`config.mk`:
```
export PLATFORM = sky130hd
export DESIGN_NAME = blink_arbiter
export DESIGN_NICKNAME = d
export VERILOG_FILES = /design/src/rtl/blink_arb_pkg.sv /design/src/rtl/phase_prescaler.sv /design/src/rtl/blink_arbiter.sv
export SDC_FILE = /design/constraint.sdc
export NUM_CORES = 1
export LEC_CHECK = 0
export CAP_MARGIN = 0
export CORE_ASPECT_RATIO = 1.75
export CORE_MARGIN = 1
export CORE_UTILIZATION = 50
export DETAILED_ROUTE_END_ITERATION = 7
export PLACE_DENSITY = 0.86
export SLEW_MARGIN = 15
export SYNTH_ARGS = -nofsm -noshare
export SYNTH_HDL_FRONTEND = slang
export SYNTH_SLANG_ARGS = --single-unit
export TNS_END_PERCENT = 10
```
`constraint.sdc`:
```
create_clock -name clk_i -period 3.1 [get_ports clk_i]
set_clock_uncertainty 0.1 [all_clocks]
set_input_delay 0.93 -clock clk_i [delete_from_list [all_inputs] [get_ports clk_i]]
set_output_delay 0.93 -clock clk_i [all_outputs]
set_load 0.02 [all_outputs]
```
`src/rtl/blink_arb_pkg.sv`:
```
// Shared definitions for the blink arbiter: FSM state encoding and default sizing.
package blink_arb_pkg;

   typedef enum logic [1:0] {
      StIdle = 2'd0,
      StOn   = 2'd1,
      StOff  = 2'd2,
      StDone = 2'd3
   } blink_state_e;

   localparam int unsigned NReqDef = 3;
   localparam int unsigned CntWDef = 4;
   localparam int unsigned DivWDef = 13;

endpackage

```
`src/rtl/phase_prescaler.sv`:
```
// Phase-length prescaler: counts up from zero to a limit captured at load time.
module phase_prescaler
   import blink_arb_pkg::*;
#(
   parameter int unsigned DIV_W = DivWDef
) (
   input  logic             clk_i,
   input  logic             rst_ni,
   input  logic             load_i,
   input  logic [DIV_W-1:0] limit_i,
   input  logic             clr_i,
   input  logic             en_i,
   output logic             tc_o
);

   logic [DIV_W-1:0] cnt_q, cnt_d;
   logic [DIV_W-1:0] limit_q, limit_d;

   assign tc_o = (cnt_q == limit_q);

   // Counting stops at the limit, so the counter can never wrap.
   always_comb begin
      cnt_d   = cnt_q;
      limit_d = limit_q;
      if (load_i) begin
         limit_d = limit_i;
         cnt_d   = '0;
      end else if (clr_i) begin
         cnt_d = '0;
      end else if (en_i && !tc_o) begin
         cnt_d = cnt_q + 1'b1;
      end
   end

   always_ff @(posedge clk_i or negedge rst_ni) begin
      if (!rst_ni) begin
         cnt_q   <= '0;
         limit_q <= '0;
      end else begin
         cnt_q   <= cnt_d;
         limit_q <= limit_d;
      end
   end

endmodule

```
`src/rtl/blink_arbiter.sv`:
```
// Round-robin arbiter sharing one status LED; each granted requester gets a burst of N blinks.
module blink_arbiter
   import blink_arb_pkg::*;
#(
   parameter int unsigned NREQ  = NReqDef,
   parameter int unsigned CNT_W = CntWDef,
   parameter int unsigned DIV_W = DivWDef
) (
   input  logic                  clk_i,
   input  logic                  rst_ni,
   input  logic [NREQ-1:0]       req_i,
   input  logic [NREQ*CNT_W-1:0] blinks_i,
   input  logic [DIV_W-1:0]      tick_div_i,
   output logic [NREQ-1:0]       gnt_o,
   output logic                  busy_o,
   output logic                  done_o,
   output logic                  led_o
);

   localparam int unsigned IdxW = (NREQ > 1) ? $clog2(NREQ) : 1;
   localparam logic [IdxW-1:0] LastIdx = IdxW'(NREQ - 1);

   blink_state_e     state_q, state_d;
   logic [NREQ-1:0]  gnt_q, gnt_d;
   logic [IdxW-1:0]  idx_q, idx_d;
   logic [IdxW-1:0]  ptr_q, ptr_d;
   logic [CNT_W-1:0] cnt_q, cnt_d;
   logic             led_q, led_d;
   logic             busy_q, busy_d;
   logic             done_q, done_d;

   logic             pick_found;
   logic [IdxW-1:0]  pick_idx;
   logic [IdxW:0]    cand;
   logic [CNT_W-1:0] pick_cnt;
   logic [IdxW-1:0]  next_ptr;
   logic             psc_load, psc_clr, psc_en, psc_tc;

   // Priority search starting at the round-robin pointer, wrapping modulo NREQ.
   always_comb begin
      pick_found = 1'b0;
      pick_idx   = '0;
      cand       = '0;
      for (int unsigned i = 0; i < NREQ; i++) begin
         cand = {1'b0, ptr_q} + (IdxW + 1)'(i);
         if (cand >= (IdxW + 1)'(NREQ)) cand = cand - (IdxW + 1)'(NREQ);
         if (!pick_found && req_i[cand]) begin
            pick_found = 1'b1;
            pick_idx   = cand[IdxW-1:0];
         end
      end
   end

   assign pick_cnt = blinks_i[32'(pick_idx) * CNT_W +: CNT_W];
   assign next_ptr = (idx_q == LastIdx) ? '0 : idx_q + 1'b1;

   always_comb begin
      state_d  = state_q;
      gnt_d    = gnt_q;
      idx_d    = idx_q;
      ptr_d    = ptr_q;
      cnt_d    = cnt_q;
      psc_load = 1'b0;
      psc_clr  = 1'b0;
      psc_en   = 1'b0;
      unique case (state_q)
         StIdle: begin
            if (pick_found) begin
               gnt_d    = NREQ'(1) << pick_idx;
               idx_d    = pick_idx;
               cnt_d    = pick_cnt;
               psc_load = 1'b1;
               state_d  = (pick_cnt == '0) ? StDone : StOn;
            end
         end
         StOn, StOff: begin
            psc_en = 1'b1;
            if (!req_i[idx_q]) begin
               // Abandoned: drop the grant silently but still move the pointer on.
               state_d = StIdle;
               gnt_d   = '0;
               ptr_d   = next_ptr;
            end else if (psc_tc) begin
               psc_clr = 1'b1;
               if (state_q == StOn) begin
                  state_d = StOff;
               end else begin
                  cnt_d   = cnt_q - 1'b1;
                  state_d = (cnt_q == CNT_W'(1)) ? StDone : StOn;
               end
            end
         end
         StDone: begin
            gnt_d   = '0;
            ptr_d   = next_ptr;
            state_d = StIdle;
         end
         default: state_d = StIdle;
      endcase
   end

   assign led_d  = (state_d == StOn);
   assign busy_d = (state_d != StIdle);
   assign done_d = (state_d == StDone);

   phase_prescaler #(
      .DIV_W(DIV_W)
   ) u_prescaler (
      .clk_i  (clk_i),
      .rst_ni (rst_ni),
      .load_i (psc_load),
      .limit_i(tick_div_i),
      .clr_i  (psc_clr),
      .en_i   (psc_en),
      .tc_o   (psc_tc)
   );

   always_ff @(posedge clk_i or negedge rst_ni) begin
      if (!rst_ni) begin
         state_q <= StIdle;
         gnt_q   <= '0;
         idx_q   <= '0;
         ptr_q   <= '0;
         cnt_q   <= '0;
         led_q   <= 1'b0;
         busy_q  <= 1'b0;
         done_q  <= 1'b0;
      end else begin
         state_q <= state_d;
         gnt_q   <= gnt_d;
         idx_q   <= idx_d;
         ptr_q   <= ptr_d;
         cnt_q   <= cnt_d;
         led_q   <= led_d;
         busy_q  <= busy_d;
         done_q  <= done_d;
      end
   end

   assign gnt_o  = gnt_q;
   assign busy_o = busy_q;
   assign done_o = done_q;
   assign led_o  = led_q;

endmodule

```
# [After elaboration in Yosys (flattened, before gate mapping)]
# Index checks and enable logic that the tools add are counted.
[totals] ff_bits=42 output_inout_bits=6 word_cells=101
[classes] addsub=8 order_cmp=7 eq_ne=13 shift=2 muxes=44 n_reduce_logical=17
[op_table] cell="13-bit two-way mux" n=3
[op_table] cell="2-bit two-way mux" n=11
[op_table] cell="4-bit two-way mux" n=4
[op_table] cell="3-bit two-way mux" n=5
[op_table] cell="13-bit by 1-bit adder with 13-bit output, second input constant" n=1
[op_table] cell="13-bit == test" n=1
[op_table] cell="1-bit two-way mux" n=13
[op_table] cell="12-bit by 5-bit variable part select with 4-bit output" n=1
[op_table] cell="3-bit less-than comparator, second input constant" n=3
[op_table] cell="3-bit one-hot mux with 3 select lines" n=1
[op_table] cell="1-bit binary-select mux with 2-bit select" n=4
[op_table] cell="2-bit == test, second input constant" n=4
[op_table] cell="2-bit inequality test, second input constant" n=4
[op_table] cell="4-bit one-hot mux with 2 select lines" n=1
[op_table] cell="3-bit by 2-bit >= comparator with 1-bit output, second input constant" n=2
[op_table] cell="2-bit one-hot mux with 3 select lines" n=1
[op_table] cell="2-bit AND reduction" n=3
[op_table] cell="2-bit nonzero test" n=3
[op_table] cell="3-bit by 2-bit subtractor with 3-bit output, second input constant" n=2
[op_table] cell="5-bit AND reduction" n=1
[op_table] cell="2-bit by 1-bit == test with 1-bit output, second input constant" n=2
[op_table] cell="4-bit by 1-bit == test with 1-bit output, second input constant" n=1
[op_table] cell="4-bit zero test" n=1
[op_table] cell="2-bit one-hot mux with 2 select lines" n=1
[op_table] cell="other kinds (14)" n=18

# [Logic depth before layout (Yosys ltp)]
# Gate-level depths: netlist (run 1).
[logic_depth] word_depth=17 ltp_mapped=11 depth_no_buf=9

# [By module]
# From an unflattened synthesis (run 1), not the netlist that was laid out.
[unflattened] cells_unflattened=302 area_unflattened_um2=2852.7
[modules_own_cells] mod="blink_arbiter" n_inst=1 cells_each=166 area_each_um2=1427.6
[modules_own_cells] mod="phase_prescaler" n_inst=1 cells_each=136 area_each_um2=1425.1

# [Worst setup path before layout (run 1)]
# Ideal clock, no wire load.
[synth_path] kind="input -> register" start="input port req_i[1]" end="register led_q, in the netlist led_o" arrival_time_ps=2484 setup_slack_ps=396 cell_stages=6 n_path_buf=0 path_cell_list="a22oi_1 > o22ai_2 > o21a_4 > or3_1 > a2111o_1 > o211a_1"
[synth_via] elab_chain_cells=15
[synth_lines] element="start, declared" line_no="blink_arbiter.sv:11" source="input logic [NREQ-1:0] req_i,"
[synth_lines] element="1-bit binary-select mux with 2-bit select" line_no="blink_arbiter.sv:47" source="if (!pick_found && req_i[cand]) begin"
[synth_lines] element="1-bit two-way mux (not written as such)" line_no="blink_arbiter.sv:47"
[synth_lines] element="1-bit two-way mux" line_no="blink_arbiter.sv:47"
[synth_lines] element="1-bit zero test" line_no="blink_arbiter.sv:47"
[synth_lines] element="1-bit logical AND" line_no="blink_arbiter.sv:47"
[synth_lines] element="1-bit two-way mux" line_no="blink_arbiter.sv:47"
[synth_lines] element="1-bit zero test" line_no="blink_arbiter.sv:47"
[synth_lines] element="1-bit logical AND" line_no="blink_arbiter.sv:47"
[synth_lines] element="2-bit two-way mux" line_no="blink_arbiter.sv:47"
[synth_lines] element="12-bit by 5-bit variable part select with 4-bit output" line_no="blink_arbiter.sv:54" source="assign pick_cnt = blinks_i[32'(pick_idx) * CNT_W +: CNT_W];"
[synth_lines] element="4-bit zero test" line_no="blink_arbiter.sv:73" source="state_d = (pick_cnt == '0) ? StDone : StOn;"
[synth_lines] element="2-bit two-way mux" line_no="blink_arbiter.sv:73"
[synth_lines] element="2-bit two-way mux" line_no="blink_arbiter.sv:68" source="if (pick_found) begin"
[synth_lines] element="2-bit one-hot mux with 3 select lines (*)" line_no="blink_arbiter.sv:66" source="unique case (state_q)"
[synth_lines] element="2-bit by 1-bit == test with 1-bit output (*)" line_no="blink_arbiter.sv:102" source="assign led_d = (state_d == StOn);"
[synth_lines] element="named net led_d" line_no="blink_arbiter.sv:28" source="logic led_q, led_d;"
[synth_lines] element="end signal, assigned" line_no="blink_arbiter.sv:134" source="led_q <= led_d;"
[synth_lines] element="end, declared" line_no="blink_arbiter.sv:28"
# The timed path passes the listed nets; every way through them passes the cells marked *. The select of a mux whose other input is x is not followed.
# A chain may end at the register's enable or synchronous reset.

# [Final worst setup path (run 1)]
[layout_path] start="input port req_i[0]" end="register led_q, in the netlist led_o"
# Same word-level chain as after synthesis.

==> results of run 1 <==
## power breakdown
part	internal [mW]	switching, mW	leakage (nW)	total [mW]
Clock	0.180	0.186	0.0482	0.366
Combinational	0.885	0.943	0.833	1.83
Sequential	0.748	0.146	0.532	0.894
Total	1.81	1.28	1.41	3.09
## how the worst max path moves through the flow
stage,from,slack (ps),end,depth (start not counted)
floorplan,req_i[1],400,led_o,6
global placement,req_i[1],-180,led_o,7
detailed placement,req_i[1],-250,led_o,7
CTS,req_i[1],60,led_o,7
global route,req_i[0],2,led_o,8
finish,req_i[0],80,led_o,8
## metrics by stage
stage	instances	worst slack [ps]	hold WS [ps]	setup TNS [ps]
final	368	77.3	387	0
after floorplan	260	396	401	0
after CTS	368	56.5	395	0
after detailed placement	360	-251	378	-3550
after global placement	360	-177	364	-1540
after global routing	368	2.46	428	0
## state kept, by name, summed over array words and instances (netlist names), 2 cells and up
register,flops
idx_q,2
cnt_q,4
u_prescaler.cnt_q,13
state_q,2
u_prescaler.limit_q,13
ptr_q,2
gnt_o,3
## tightest hold or removal path, cell delays in order, from the launching register on
cell     delay [ps]
dfrtp_1         350
nand2_1          50
o31ai_1          60
## synthesized netlist by cell type (4+ instances only)
library cell / instances / share of area (%)
nand4_1: 12 / 2.9
xnor2_1: 8 / 2.7
nor2_1: 22 / 3.2
inv_1: 12 / 1.8
mux2_2: 14 / 6.1
o21ai_1: 4 / 0.78
and3_1: 6 / 1.5
mux2i_1: 7 / 2.7
clkbuf_1: 4 / 0.58
xor2_1: 16 / 5.5
nor3_1: 6 / 1.2
nand3_1: 6 / 1.2
a21oi_1: 4 / 0.78
nand2_1: 18 / 2.6
dfrtp_1: 42 / 41
or3_1: 4 / 0.97
and2_1: 4 / 0.97
ha_1: 9 / 4.4
o21ai_0: 7 / 1.4
## per-layer routing
metal	GRT usage, %	wire, um
met2	46.2	3510
met5	0	0
met4	11.4	172
met3	4.68	154
met1	24.5	2300
## cell usage in the layout (no fill, tap or decap), types with 2 or more instances in the layout
| cell type | count |
|---|---|
| nand4_1 | 12 |
| o21ai_1 | 4 |
| o31ai_1 | 3 |
| buf_4 | 21 |
| nand3b_1 | 2 |
| and2_1 | 4 |
| mux2_2 | 14 |
| xor2_1 | 16 |
| a221o_1 | 2 |
| clkbuf_8 | 6 |
| dlymetal6s2s_1 | 2 |
| dfrtp_1 | 42 |
| nor2_1 | 22 |
| nand2b_1 | 2 |
| and3_1 | 6 |
| mux2i_1 | 6 |
| xnor2_1 | 8 |
| nor4_1 | 3 |
| or3_1 | 4 |
| o21bai_1 | 2 |
| nor3_1 | 6 |
| clkdlybuf4s50_1 | 32 |
| nand2_1 | 18 |
| o211ai_1 | 2 |
| a21oi_1 | 4 |
| nand3_1 | 6 |
| a21o_1 | 3 |
| o21ai_2 | 2 |
| ha_1 | 9 |
| inv_1 | 12 |
| a31oi_1 | 2 |
| o21a_1 | 2 |
| nor2b_1 | 2 |
| o21ai_0 | 6 |
## cell families after synthesis
| group | share of synthesized area (%) |
|---|---|
| and+or+nand+nor | 18.3 |
| adders and majority gates | 4.38 |
| xor gates and xnor gates | 8.18 |
| AOI/OAI and AO/OA | 15.0 |
| buffers and inverters | 4.33 |
| muxes | 8.86 |
| DFF | 40.9 |
## what timing repair did
item	in CTS	in global routing
setup buffers	0	0
endpoints found under the hold margin	0	0
resized for setup	0	6
setup endpoints to repair	0	3
## cell type report
type | instances | area, um^2 | share of cell area (%)
multi-input combinational | 196 | 1420 | 44.6
sequential | 42 | 1050 | 33.0
timing repair buffer | 56 | 508 | 16.0
clock buffer | 7 | 86.3 | 2.71
tap | 54 | 67.6 | 2.12
inverter | 12 | 45.0 | 1.42
clock inverter | 1 | 5.00 | 0.157
==> impl_metrics.yaml, run 1 <==
route:
  drc: 0
  avgRoutedWirePerCell_um: 16.7
  viasPerCell: 5.95
  firstDrtPassIters: 4
  drt-initial-drc-count: 153
  vias: 2189
  wirelength_um: 6140
  ant_nets: 0
hold_path:
  hp-start: "gnt_o[0]"
  min_path_cells: 2
  min_to: "gnt_o[0]"
  min_path_type: "flop to flop"
grt:
  grt_pass1_wl_um: 10400
  grt_pass1_vias: 2313
  antenna_found_initial: 0
  grt_usage_pct: 24.4
  overflow: 0
  grt_max_degree: 43
critical_path:
  r2r_end: "led_o"
  r2r_slack_ps: 290
  crit_type: "input pin to flop"
  cp_data_required_time_ps: 3180
  crit_chain: "clkdlybuf4s50_1 -> mux2i_2 -> o22a_2 -> nand3_1 -> a211oi_1 -> o21ai_0 -> a2111o_1 -> o211a_1"
  worstPathMaxFanout: 5
  critical-path-top-delay-family: "compound AO/OA/AOI/OAI gates"
  cp.arrival_ps: 3100
  startpoint_type: "input pin"
  cp_slowest_cell: "clkdlybuf4s50_1"
  reg2reg_from: "ptr_q[1]"
  rr_worst_depth: 9
  cp.buffers_inverters: 1
  end_kind: "flop"
  max_stage_delay_ps: 500
pwr:
  ir_worst_vdd_mv: 0.723
  p_per_area_mw_per_mm2: 970
  p_total_mw: 3.09
  leakage_nw: 1.41
floorplanning:
  rows: 34
  initial_core_util_pct: 52.1
  core_mm2: 0.00493
  design.die.area_mm2: 0.00544
  die_h_um: 96.8
  floorplan.io_pins: 36
  die_x_um: 56.2
final_layout:
  antennaDiodeCount: 0
  syn_to_final_growth_pct: 23.9
  fillCellCount: 416
  utilization_pct: 64.5
  layout-drive-gt1-share_pct: 16.9
  nNetsFinal: 352
  final_area_mm2: 0.00318
clock_tree:
  numCtsBuffers: 5
  htreeDepth: 2
  cts.reportedPaths.clkPinSlew_ps: 80
  cts_root_buffer: "clkbuf_8"
  tritoncts: "built"
  clk-insertion-delay-late_ps: 300
  clock_path_buffers: 2
  hold_buffers: 0
  cts.sinks: 42
logic_synthesis:
  synth.distinct_cells: 57
  ys_seq_area_share_pct: 40.9
  syn_nets: 299
  ys_warn_count: 0
  synth_cells: 260
  syn_area_mm2: 0.00257
  synth.avg_cell_area_um2: 9.88
  synth-async-reset-ratio_pct: 100
  synth_edf_count: 0
  ys_ff_latch: 42
  ys.flop_type: "dfrtp_1"
sta:
  fmax_mhz: 331
  hold_viol: 0
  period_share_pct: 97.5
  tightestPinTransition_ps: 936
  rsz0062_at_grt: "false"
  period_minus_slack_ps: 3020
  setup_viol: 0
  final_max_slew_viol_count: 0
  maxSlewHeadroom_pct: 37.6
place:
  dp_hpwl_um: 4620
  port_buffers: 35
  place_congestion: 0.901
  dpl_cell_area_mm2: 0.00307
status:
  status: "complete, no violations"
flow_run:
  cap_violations: 0
Note: power is estimated with default switching activity, not from simulation.
==> run 2, diff against run 1 <==
--- a/config.mk
+++ b/config.mk
@@ -5,6 +5,7 @@
 export SDC_FILE = /design/constraint.sdc
 export NUM_CORES = 1
 export LEC_CHECK = 0
+export ABC_AREA = 0
 export CAP_MARGIN = 0
 export CORE_ASPECT_RATIO = 1.75
 export CORE_MARGIN = 1
==> results of run 2 <==
The final DEF is identical to that of run 1; final timing and power are the same.
